## src/rtl/cim_bus_rx.sv

```systemverilog
// CiM-side bus receiver: decodes parameter-stream and EEG patch-broadcast instructions
// into single-word local memory writes, with ID filtering and sticky error flags.
module cim_bus_rx #(
  parameter int unsigned ID           = 0,
  parameter int unsigned NUM_CIMS     = 64,
  parameter int unsigned N_STORAGE    = 16,
  parameter int unsigned ADDR_W       = 11,
  parameter int unsigned NUM_SAMPLES  = 3840,
  parameter int unsigned EEG_BASE     = 0,
  parameter int unsigned BUS_OP_WIDTH = 3
) (
  input  logic                         clk,
  input  logic                         rst_n,
  input  logic [BUS_OP_WIDTH-1:0]      bus_op_read,
  input  logic [3*N_STORAGE-1:0]       bus_data_read,
  input  logic [$clog2(NUM_CIMS)-1:0]  bus_target_or_sender_read,
  output logic                         mem_wr_en,
  output logic [ADDR_W-1:0]            mem_wr_addr,
  output logic [N_STORAGE-1:0]         mem_wr_data,
  output logic                         param_done,
  output logic                         patch_done,
  output logic                         idle,
  output logic                         err_overflow,
  output logic                         err_protocol
);

  localparam int unsigned LaneW = $clog2(NUM_CIMS);
  localparam int unsigned SampW = $clog2(NUM_SAMPLES + 1);

  localparam logic [BUS_OP_WIDTH-1:0] OpParamStart = BUS_OP_WIDTH'(1);
  localparam logic [BUS_OP_WIDTH-1:0] OpParam      = BUS_OP_WIDTH'(2);
  localparam logic [BUS_OP_WIDTH-1:0] OpPatchStart = BUS_OP_WIDTH'(3);
  localparam logic [BUS_OP_WIDTH-1:0] OpPatch      = BUS_OP_WIDTH'(4);

  typedef enum logic [1:0] {StIdle, StParamRx, StPatchRx} state_e;
  state_e state_q, state_d;

  logic [ADDR_W-1:0]              addr_q, addr_d, rem_q, rem_d, slot_q, slot_d;
  logic [2:0][N_STORAGE-1:0]      ser_q, ser_d;
  logic [1:0]                     ser_cnt_q, ser_cnt_d;
  logic [LaneW-1:0]               lane_q, lane_d;
  logic [SampW-1:0]               samp_q, samp_d;
  logic                           wr_en_d, pdone_d, tdone_d, idle_d, err_ovf_d, err_prot_d;
  logic [ADDR_W-1:0]              wr_addr_d;
  logic [N_STORAGE-1:0]           wr_data_d;

  logic              for_me, op_pstart, op_pstream, op_bstart, op_bcast;
  logic [ADDR_W-1:0] start_addr, start_len;
  logic              last_param_wr;

  assign for_me        = bus_target_or_sender_read == LaneW'(ID);
  assign op_pstart     = (bus_op_read == OpParamStart) && for_me;
  assign op_pstream    = (bus_op_read == OpParam) && for_me;
  assign op_bstart     = bus_op_read == OpPatchStart;
  assign op_bcast      = bus_op_read == OpPatch;
  assign start_addr    = bus_data_read[ADDR_W-1:0];
  assign start_len     = bus_data_read[N_STORAGE +: ADDR_W];
  // The pending word being drained this cycle completes the stream.
  assign last_param_wr = (ser_cnt_q != 2'd0) && (rem_q == ADDR_W'(1));

  always_ff @(posedge clk) begin
    if (!rst_n) state_q <= StIdle;
    else        state_q <= state_d;
  end

  always_comb begin
    state_d = state_q;
    case (state_q)
      StIdle: begin
        if (op_pstart)      state_d = (start_len == '0) ? StIdle : StParamRx;
        else if (op_bstart) state_d = StPatchRx;
      end
      StParamRx: begin
        if (op_pstart)          state_d = (start_len == '0) ? StIdle : StParamRx;
        else if (last_param_wr) state_d = StIdle;
      end
      StPatchRx: begin
        if (op_bcast && !op_bstart && samp_q == SampW'(NUM_SAMPLES - 1)) state_d = StIdle;
      end
      default: state_d = StIdle;
    endcase
  end

  always_comb begin
    addr_d     = addr_q;
    rem_d      = rem_q;
    ser_d      = ser_q;
    ser_cnt_d  = ser_cnt_q;
    lane_d     = lane_q;
    slot_d     = slot_q;
    samp_d     = samp_q;
    wr_en_d    = 1'b0;
    wr_addr_d  = mem_wr_addr;
    wr_data_d  = mem_wr_data;
    pdone_d    = 1'b0;
    tdone_d    = 1'b0;
    err_ovf_d  = err_overflow;
    err_prot_d = err_protocol;
    case (state_q)
      StIdle: begin
        if (op_pstart) begin
          addr_d  = start_addr;
          rem_d   = start_len;
          pdone_d = start_len == '0;
        end else if (op_bstart) begin
          lane_d = '0;
          slot_d = '0;
          samp_d = '0;
        end
      end
      StParamRx: begin
        if (op_pstart) begin
          addr_d    = start_addr;
          rem_d     = start_len;
          ser_cnt_d = 2'd0;
          pdone_d   = start_len == '0;
        end else begin
          if (op_bstart) err_prot_d = 1'b1;
          if (ser_cnt_q != 2'd0) begin
            wr_en_d   = 1'b1;
            wr_addr_d = addr_q;
            wr_data_d = ser_q[0];
            addr_d    = addr_q + ADDR_W'(1);
            rem_d     = rem_q - ADDR_W'(1);
            ser_d[0]  = ser_q[1];
            ser_d[1]  = ser_q[2];
            ser_cnt_d = ser_cnt_q - 2'd1;
            if (last_param_wr) begin
              pdone_d   = 1'b1;
              ser_cnt_d = 2'd0;
            end
          end
          if (op_pstream) begin
            if (ser_cnt_q >= 2'd2) begin
              err_ovf_d = 1'b1;
            end else if (!last_param_wr) begin
              ser_d     = bus_data_read;
              ser_cnt_d = 2'd3;
            end
          end
        end
      end
      StPatchRx: begin
        if (op_bstart) begin
          err_prot_d = 1'b1;
          lane_d     = '0;
          slot_d     = '0;
          samp_d     = '0;
        end else if (op_bcast) begin
          if (lane_q == LaneW'(ID)) begin
            wr_en_d   = 1'b1;
            wr_addr_d = ADDR_W'(EEG_BASE) + slot_q;
            wr_data_d = bus_data_read[N_STORAGE-1:0];
          end
          if (lane_q == LaneW'(NUM_CIMS - 1)) begin
            lane_d = '0;
            slot_d = slot_q + ADDR_W'(1);
          end else begin
            lane_d = lane_q + LaneW'(1);
          end
          samp_d  = samp_q + SampW'(1);
          tdone_d = samp_q == SampW'(NUM_SAMPLES - 1);
        end
      end
      default: ;
    endcase
    idle_d = (state_d == StIdle) && (ser_cnt_d == 2'd0);
  end

  always_ff @(posedge clk) begin
    if (!rst_n) begin
      addr_q       <= '0;
      rem_q        <= '0;
      ser_q        <= '0;
      ser_cnt_q    <= 2'd0;
      lane_q       <= '0;
      slot_q       <= '0;
      samp_q       <= '0;
      mem_wr_en    <= 1'b0;
      mem_wr_addr  <= '0;
      mem_wr_data  <= '0;
      param_done   <= 1'b0;
      patch_done   <= 1'b0;
      idle         <= 1'b1;
      err_overflow <= 1'b0;
      err_protocol <= 1'b0;
    end else begin
      addr_q       <= addr_d;
      rem_q        <= rem_d;
      ser_q        <= ser_d;
      ser_cnt_q    <= ser_cnt_d;
      lane_q       <= lane_d;
      slot_q       <= slot_d;
      samp_q       <= samp_d;
      mem_wr_en    <= wr_en_d;
      mem_wr_addr  <= wr_addr_d;
      mem_wr_data  <= wr_data_d;
      param_done   <= pdone_d;
      patch_done   <= tdone_d;
      idle         <= idle_d;
      err_overflow <= err_ovf_d;
      err_protocol <= err_prot_d;
    end
  end

endmodule

```

## config.mk

```make
export PLATFORM = sky130hd
export DESIGN_NAME = cim_bus_rx
export DESIGN_NICKNAME = d
export VERILOG_FILES = /design/src/rtl/cim_bus_rx.sv
export SDC_FILE = /design/constraint.sdc
export NUM_CORES = 1
export LEC_CHECK = 0
export CAP_MARGIN = 10
export CORE_ASPECT_RATIO = 0.75
export CORE_MARGIN = 4
export CORE_UTILIZATION = 40
export DETAILED_ROUTE_END_ITERATION = 8
export GPL_TIMING_DRIVEN = 0
export PLACE_DENSITY = 0.6
export SLEW_MARGIN = 20
export SYNTH_ARGS = -nofsm -noshare
export SYNTH_HDL_FRONTEND = slang
export SYNTH_SLANG_ARGS = --single-unit
```

## constraint.sdc

```tcl
create_clock -name clk -period 2.26 [get_ports clk]
set_input_delay 0.339 -clock clk [delete_from_list [all_inputs] [get_ports clk]]
set_output_delay 0.339 -clock clk [all_outputs]
set_load 0.005 [all_outputs]
```

# Word-level counts from Yosys, hierarchy flattened
# Cells that the tools add are included.
[classes]
add_sub_neg = 6
mul = 0
n_div = 0
magnitude_cmp = 1
eq_ne = 20
n_shift = 0
n_mux = 69
n_bitwise = 6
n_reduce_logical = 26
[ops]
columns = ["cell", "count"]
rows = [
  ["11-bit two-way mux", 16],
  ["32-bit two-way mux", 4],
  ["11-bit one-hot mux with 2 select lines", 4],
  ["16-bit two-way mux", 5],
  ["12-bit two-way mux", 4],
  ["16-bit one-hot mux with 2 select lines", 1],
  ["6-bit two-way mux", 5],
  ["2-bit two-way mux", 12],
  ["12-bit one-hot mux with 2 select lines", 1],
  ["11-bit by 1-bit adder with 11-bit output, second input constant", 2],
  ["2-bit != test, second input constant", 8],
  ["12-bit by 1-bit adder with 12-bit output, second input constant", 1],
  ["12-bit == test, second input constant", 1],
  ["6-bit logical NOT", 2],
  ["1-bit two-way mux", 12],
  ["6-bit one-hot mux with 2 select lines", 1],
  ["11-bit by 1-bit == test with 1-bit output, second input constant", 1],
  ["11-bit logical NOT", 1],
  ["11-bit by 1-bit subtractor with 11-bit output, second input constant", 1],
  ["5-bit AND reduction", 2],
  ["3-bit != test, second input constant", 3],
  ["4-bit AND reduction", 2],
  ["2-bit nonzero test", 4],
  ["6-bit by 1-bit adder with 6-bit output, second input constant", 1],
  ["other kinds (18)", 34],
]
[word_totals]
reg_bits = 136
latch_bits = 0
mem_bits_rw = 0
romBits = 0
in_bits = 59
word_cells = 146
mem_count = 0

# Longest topological paths before layout
[depth]
word_depth = 11
mapped_depth = 10

# Worst setup path before layout
# No wires, ideal clock.
[synth_path]
path_type = "register -> register"
from = "register ser_cnt_q[0]"
to = "register ser_q[41] (netlist name)"
setup_ns = 0.070
arrival_ns = 2.082
t_required_ns = 2.190
path_slack_ns = 0.107
stages_incl_launch_ff = 10
path_buffers = 2
synth_period_minus_slack_ns = 2.153
cell_sequence = "dfxtp_1 -> inv_1 -> ha_1 -> or4b_1 -> nor4_4 -> and2_1 -> buf_6 -> buf_4 -> nand3_1 -> a21oi_1"
[synth_via]
elab_chain_len = 4
elab_cells_between_ends = 6
classes_between = "order compare: 1; bitwise: 2; reduce/logical: 3"
[synth_lines]
columns = ["item", "line_no", "rtl"]
rows = [
  ["from (decl)", "40", "logic [1:0] ser_cnt_q, ser_cnt_d;"],
  ["from (signal assigned)", "191", "ser_cnt_q <= ser_cnt_d;"],
  ["parallel branches: the longest is 3 deep, another holds 2-bit greater-or-equal comparator", "-", ""],
  ["5-bit AND reduction (no source line) *", "-", ""],
  ["to (signal assigned)", "190", "ser_q <= ser_d;"],
  ["to (decl)", "39", "logic [2:0][N_STORAGE-1:0] ser_q, ser_d;"],
]
# Every way passes the cells marked *.
# A chain may end at the register's enable or synchronous reset.

# Final worst setup path
[layout_path]
from = "register ser_cnt_q[1]"
to = "register ser_q[13] (netlist name)"
[layout_via]
elab_chain_len = 5
elab_cells_between_ends = 7
classes_between = "order compare: 1; mux: 4; reduce/logical: 2"
[layout_lines]
columns = ["item", "line_no", "rtl"]
rows = [
  ["2-bit nonzero test", "59, 119", ""],
  ["32-bit two-way mux / 1-bit logical AND (equally long branches)", "119, 59", ""],
  ["32-bit two-way mux", "136", "end else if (!last_param_wr) begin"],
  ["32-bit two-way mux", "134", "if (ser_cnt_q >= 2'd2) begin"],
  ["32-bit two-way mux *", "133", "if (op_pstream) begin"],
]
# Every way passes the cells marked *; elsewhere a longest branch is shown, timed or not.

==> summary.md <==
| Metric | Value |
|---|---|
| GR met2 Demand/Resource | 30.8% |
| Die X | 160 microns |
| FP Rows | 41 |
| Final Wtd Congestion | 0.867 |
| Hold Crit Endpoint | patch_done$_SDFF_PP0_ |
| Synth Area per Inst | 8.13 sq um |
| Synth-to-layout area growth | 32.8% |
| Number of synthesized flops with an enable pin | 0 |
| Syn Inst Count | 855 |
| Final count of pins violating max slew | 0 |
| Initial DRC Count | 666 |
| Cell Area, Placed | 8110 sq um |
| First-pass GRT wire length | 35700 microns |
| RSZ-0062 raised after global routing | true |
| Synth cell types | 63 |
| GRT Total Usage | 22.9% |
| DRC viols | 0 |
| Largest net degree at the start of global routing | 17 |
| Slew @ Worst Pin | 0.700 ns |
| CP Capture Type | flop |
| Dpl cells | 1159 |
| Vias per cell | 5.70 |
| CP arrival | 2.53 ns |
| Grt peak-use layer | met1 |
| Initial core utilization | 41.0% |
| Worst skew pair latency | 0.43 ns |
| Worst IR drop on VDD | 0.419 mV |
| Die ar. | 19600 sq um |
| Slew headroom | 53.3% |
| Max Cap Viol | 0 |
| Syn nets | 927 |
| H-tree levels | 4 |
| FF/Latch Area | 2730 sq um |
| Run status | finished, final reports clean |
| Worst reg2reg setup slack | 0.04 ns |
| Filler instances | 1604 |
| Pwr/cell area | 645 nW/um^2 |
| Area occupied by multi-input gates | 4000 sq um |
| Worst-path clk slew | 0.07 ns |
| Sink Count | 136 |
| Hold Vio Cnt, Final | 0 |
| Synthesized area | 6950 sq um |
| Post-route insts no fill | 1216 |
| Final min period | 2.22 ns |
| Drt pass-1 iters | 5 |
| Tot Pwr | 5950 uW |
| Synth Flop Type | dfxtp_1 |
| CTS Root Cell | clkbuf_16 |
| Critical Path RT | 2.57 ns |
| Grt total ovfl | 0 |
| CORE AREA | 16900 sq um |
| Total Wirelength | 22300 microns |
| Fmax | 450 MHz |
| Initial antenna violation count | 0 |
| Setup Skew | 0.00836 ns |
| Worst hold path depth | 3 |
| Detailed placement HPWL | 15900 microns |
| CTS buffer count | 17 |
| Via count | 6926 |
| Nets | 1061 |
| Critical Path Fanout Max | 6 |
| FF-to-FF path depth | 11 |
| Fraction of registers with async set/reset | 0% |
| Crit Reg-Reg Startpoint | ser_cnt_q[1]$_SDFF_PN0_ |
| Ports | 92 |
| Final period util | 98.3% |
| Met3 Usage GRT | 5.72% |
| Routed Antenna Nets | 0 |
| YS warnings | 0 |
| Die height | 122 microns |
| CP Class | reg2reg |
| Setup TNS Final | 0 ns |
| Critical R2R Capture | ser_q[13]$_SDFFE_PN0P_ |
| Vias in the first global route | 6462 |
| Hold crit path type | in2reg |
| CTS tree | yes |
| Ratio of cells with drive above 1 in the final layout | 14.5% |
| Leak | 0.00314 uW |
| CTS max path bufs | 2 |
| # port buffers | 89 |
| Wire per inst | 18.3 microns |
| Post-synthesis sequential area ratio | 39.2% |
| N_diodes | 0 |
| Finish-stage setup viols | 0 |
| Met1 usage | 35.4% |
| Worst hold path startpoint | bus_op_read[1] |
| #FFs+latches synth | 136 |
| CP Launch Type | flop |
| Finished Cell Area | 9230 sq um |
## routing by layer
layer / vias to the layer above / routed length (microns)
met5: - / 0
met4: 0 / 265
li1: 3426 / -
met3: 22 / 1710
met2: 255 / 8710
met1: 3223 / 11600
## worst max-delay path by stage
stage / start / to / slack [ns] / depth (start not counted)
floorplan: ser_cnt_q[0]$_SDFF_PN0_ / ser_q[41]$_SDFFE_PN0P_ / 0.11 / 9
global placement: bus_op_read[2] / ser_q[11]$_SDFFE_PN0P_ / -0.89 / 6
detailed placement: bus_op_read[2] / ser_q[13]$_SDFFE_PN0P_ / -0.90 / 6
CTS: state_q[0]$_SDFF_PN0_ / slot_q[7]$_SDFFE_PN0P_ / -0.11 / 7
global route: state_q[1]$_SDFF_PN0_ / mem_wr_addr[1]$_SDFFE_PN0P_ / -0.006 / 9
finish: ser_cnt_q[1]$_SDFF_PN0_ / ser_q[13]$_SDFFE_PN0P_ / 0.04 / 11
## cell families (layout without fill, tap and decap cells)
family / Yosys count / after routing / share of synthesized area, %
buffers and inverters: 84 / 230 / 5.08
AND/OR/NAND/NOR: 307 / 307 / 23.3
XOR/XNOR: 10 / 10 / 1.26
flip-flops: 136 / 136 / 39.2
AO/OA/AOI/OAI: 277 / 277 / 24.8
multiplexers: 28 / 28 / 4.03
adder cells (fa/ha/maj): 13 / 13 / 2.34
## critical path: stages, from the launching register on
cell and delay [ns]:
dfxtp_4 0.38, inv_1 0.06, ha_1 0.20, nor4b_1 0.24, nand4b_1 0.16, buf_4 0.19, and2_4 0.14, buf_8 0.13
buf_12 0.12, buf_16 0.13, o31ai_1 0.24, a21oi_1 0.10
## metrics by stage
step	worst slack [ns]	util, %	hold WS [ns]
after global routing	-0.00567	54.5	0.430
after global placement	-0.892	47.9	0.444
after detailed placement	-0.900	47.9	0.449
after CTS	-0.111	53.2	0.378
final	0.0389	54.5	0.417
after floorplan	0.107	-	0.432
## synth_stat cells, types with 3 or more instances
master | count | area share (%)
a211oi_1 | 36 | 3.9
a21boi_0 | 5 | 0.54
a21oi_1 | 86 | 6.2
a22oi_1 | 4 | 0.43
a311oi_1 | 4 | 0.50
a31oi_1 | 11 | 0.99
and2_1 | 12 | 1.1
and3_1 | 7 | 0.63
buf_2 | 9 | 0.65
buf_4 | 3 | 0.32
clkbuf_1 | 50 | 2.7
dfxtp_1 | 136 | 39
ha_1 | 13 | 2.3
inv_1 | 18 | 0.97
mux2i_1 | 28 | 4.0
nand2_1 | 58 | 3.1
nand2b_1 | 4 | 0.36
nand3_1 | 38 | 2.7
nand3b_1 | 37 | 4.0
nand4_1 | 9 | 0.81
nand4b_1 | 3 | 0.38
nor2_1 | 78 | 4.2
nor3_1 | 23 | 1.7
nor3b_1 | 3 | 0.32
nor4_1 | 7 | 0.63
o21a_1 | 7 | 0.76
o21ai_0 | 66 | 4.8
o22ai_1 | 3 | 0.27
o31ai_1 | 34 | 3.7
or2_2 | 5 | 0.45
or3_1 | 7 | 0.63
or4_1 | 3 | 0.32
xnor2_1 | 10 | 1.3
## state kept, by name, summed over array words and instances (netlist names)
name,flops
rem_q,11
slot_q,11
lane_q,6
samp_q,12
addr_q,11
mem_wr_data,16
param_done,1
patch_done,1
mem_wr_addr,11
err_protocol,1
ser_cnt_q,2
ser_q,48
err_overflow,1
idle,1
mem_wr_en,1
state_q,2
## layout make-up
cell class	instances	share of cell area, %
multi-input cells	635	43.4
well taps	215	2.92
flip-flops and latches	136	29.6
clock buffers	18	4.76
repair buffers	118	12.5
inverters	18	0.732
clock inverters	13	2.10
plain buffers	63	4.05
## power breakdown
part / internal [uW] / switching [uW] / leakage (uW)
clock: 1890 / 1150 / 0.000301
sequential: 2430 / 18.3 / 0.00110
combinational: 234 / 238 / 0.00174
total: 4550 / 1400 / 0.00314
## what timing repair did
| action | 4_1_cts | 5_1_grt |
|---|---|---|
| hold endpoints to repair | 0 | 0 |
| buffers inserted | 15 | 13 |
| resized for setup | 47 | 81 |
| pin swaps | 4 | 8 |
| endpoints found under the setup margin | 116 | 119 |
| gates cloned | 1 | 0 |
| hold buffers | 0 | 0 |
## cells in the final DEF, fill, tap and decap left out, drive strengths merged, types with 4 or more instances in the layout
master	instances
dfxtp	136
clkdlybuf4s50	86
a21oi	86
nor2	78
o21ai	67
nand2	58
clkbuf	57
buf	53
nand3	38
nand3b	37
a211oi	36
o31ai	35
mux2i	28
nor3	23
inv	22
and2	13
ha	13
a31oi	11
xnor2	10
nor4	10
nand4	9
o21a	7
or3	7
and3	7
or2	6
a21boi	5
nand2b	4
a311oi	4
bufinv	4
or4	4
a22oi	4
No activity file was read; power rests on OpenSTA's default activity.
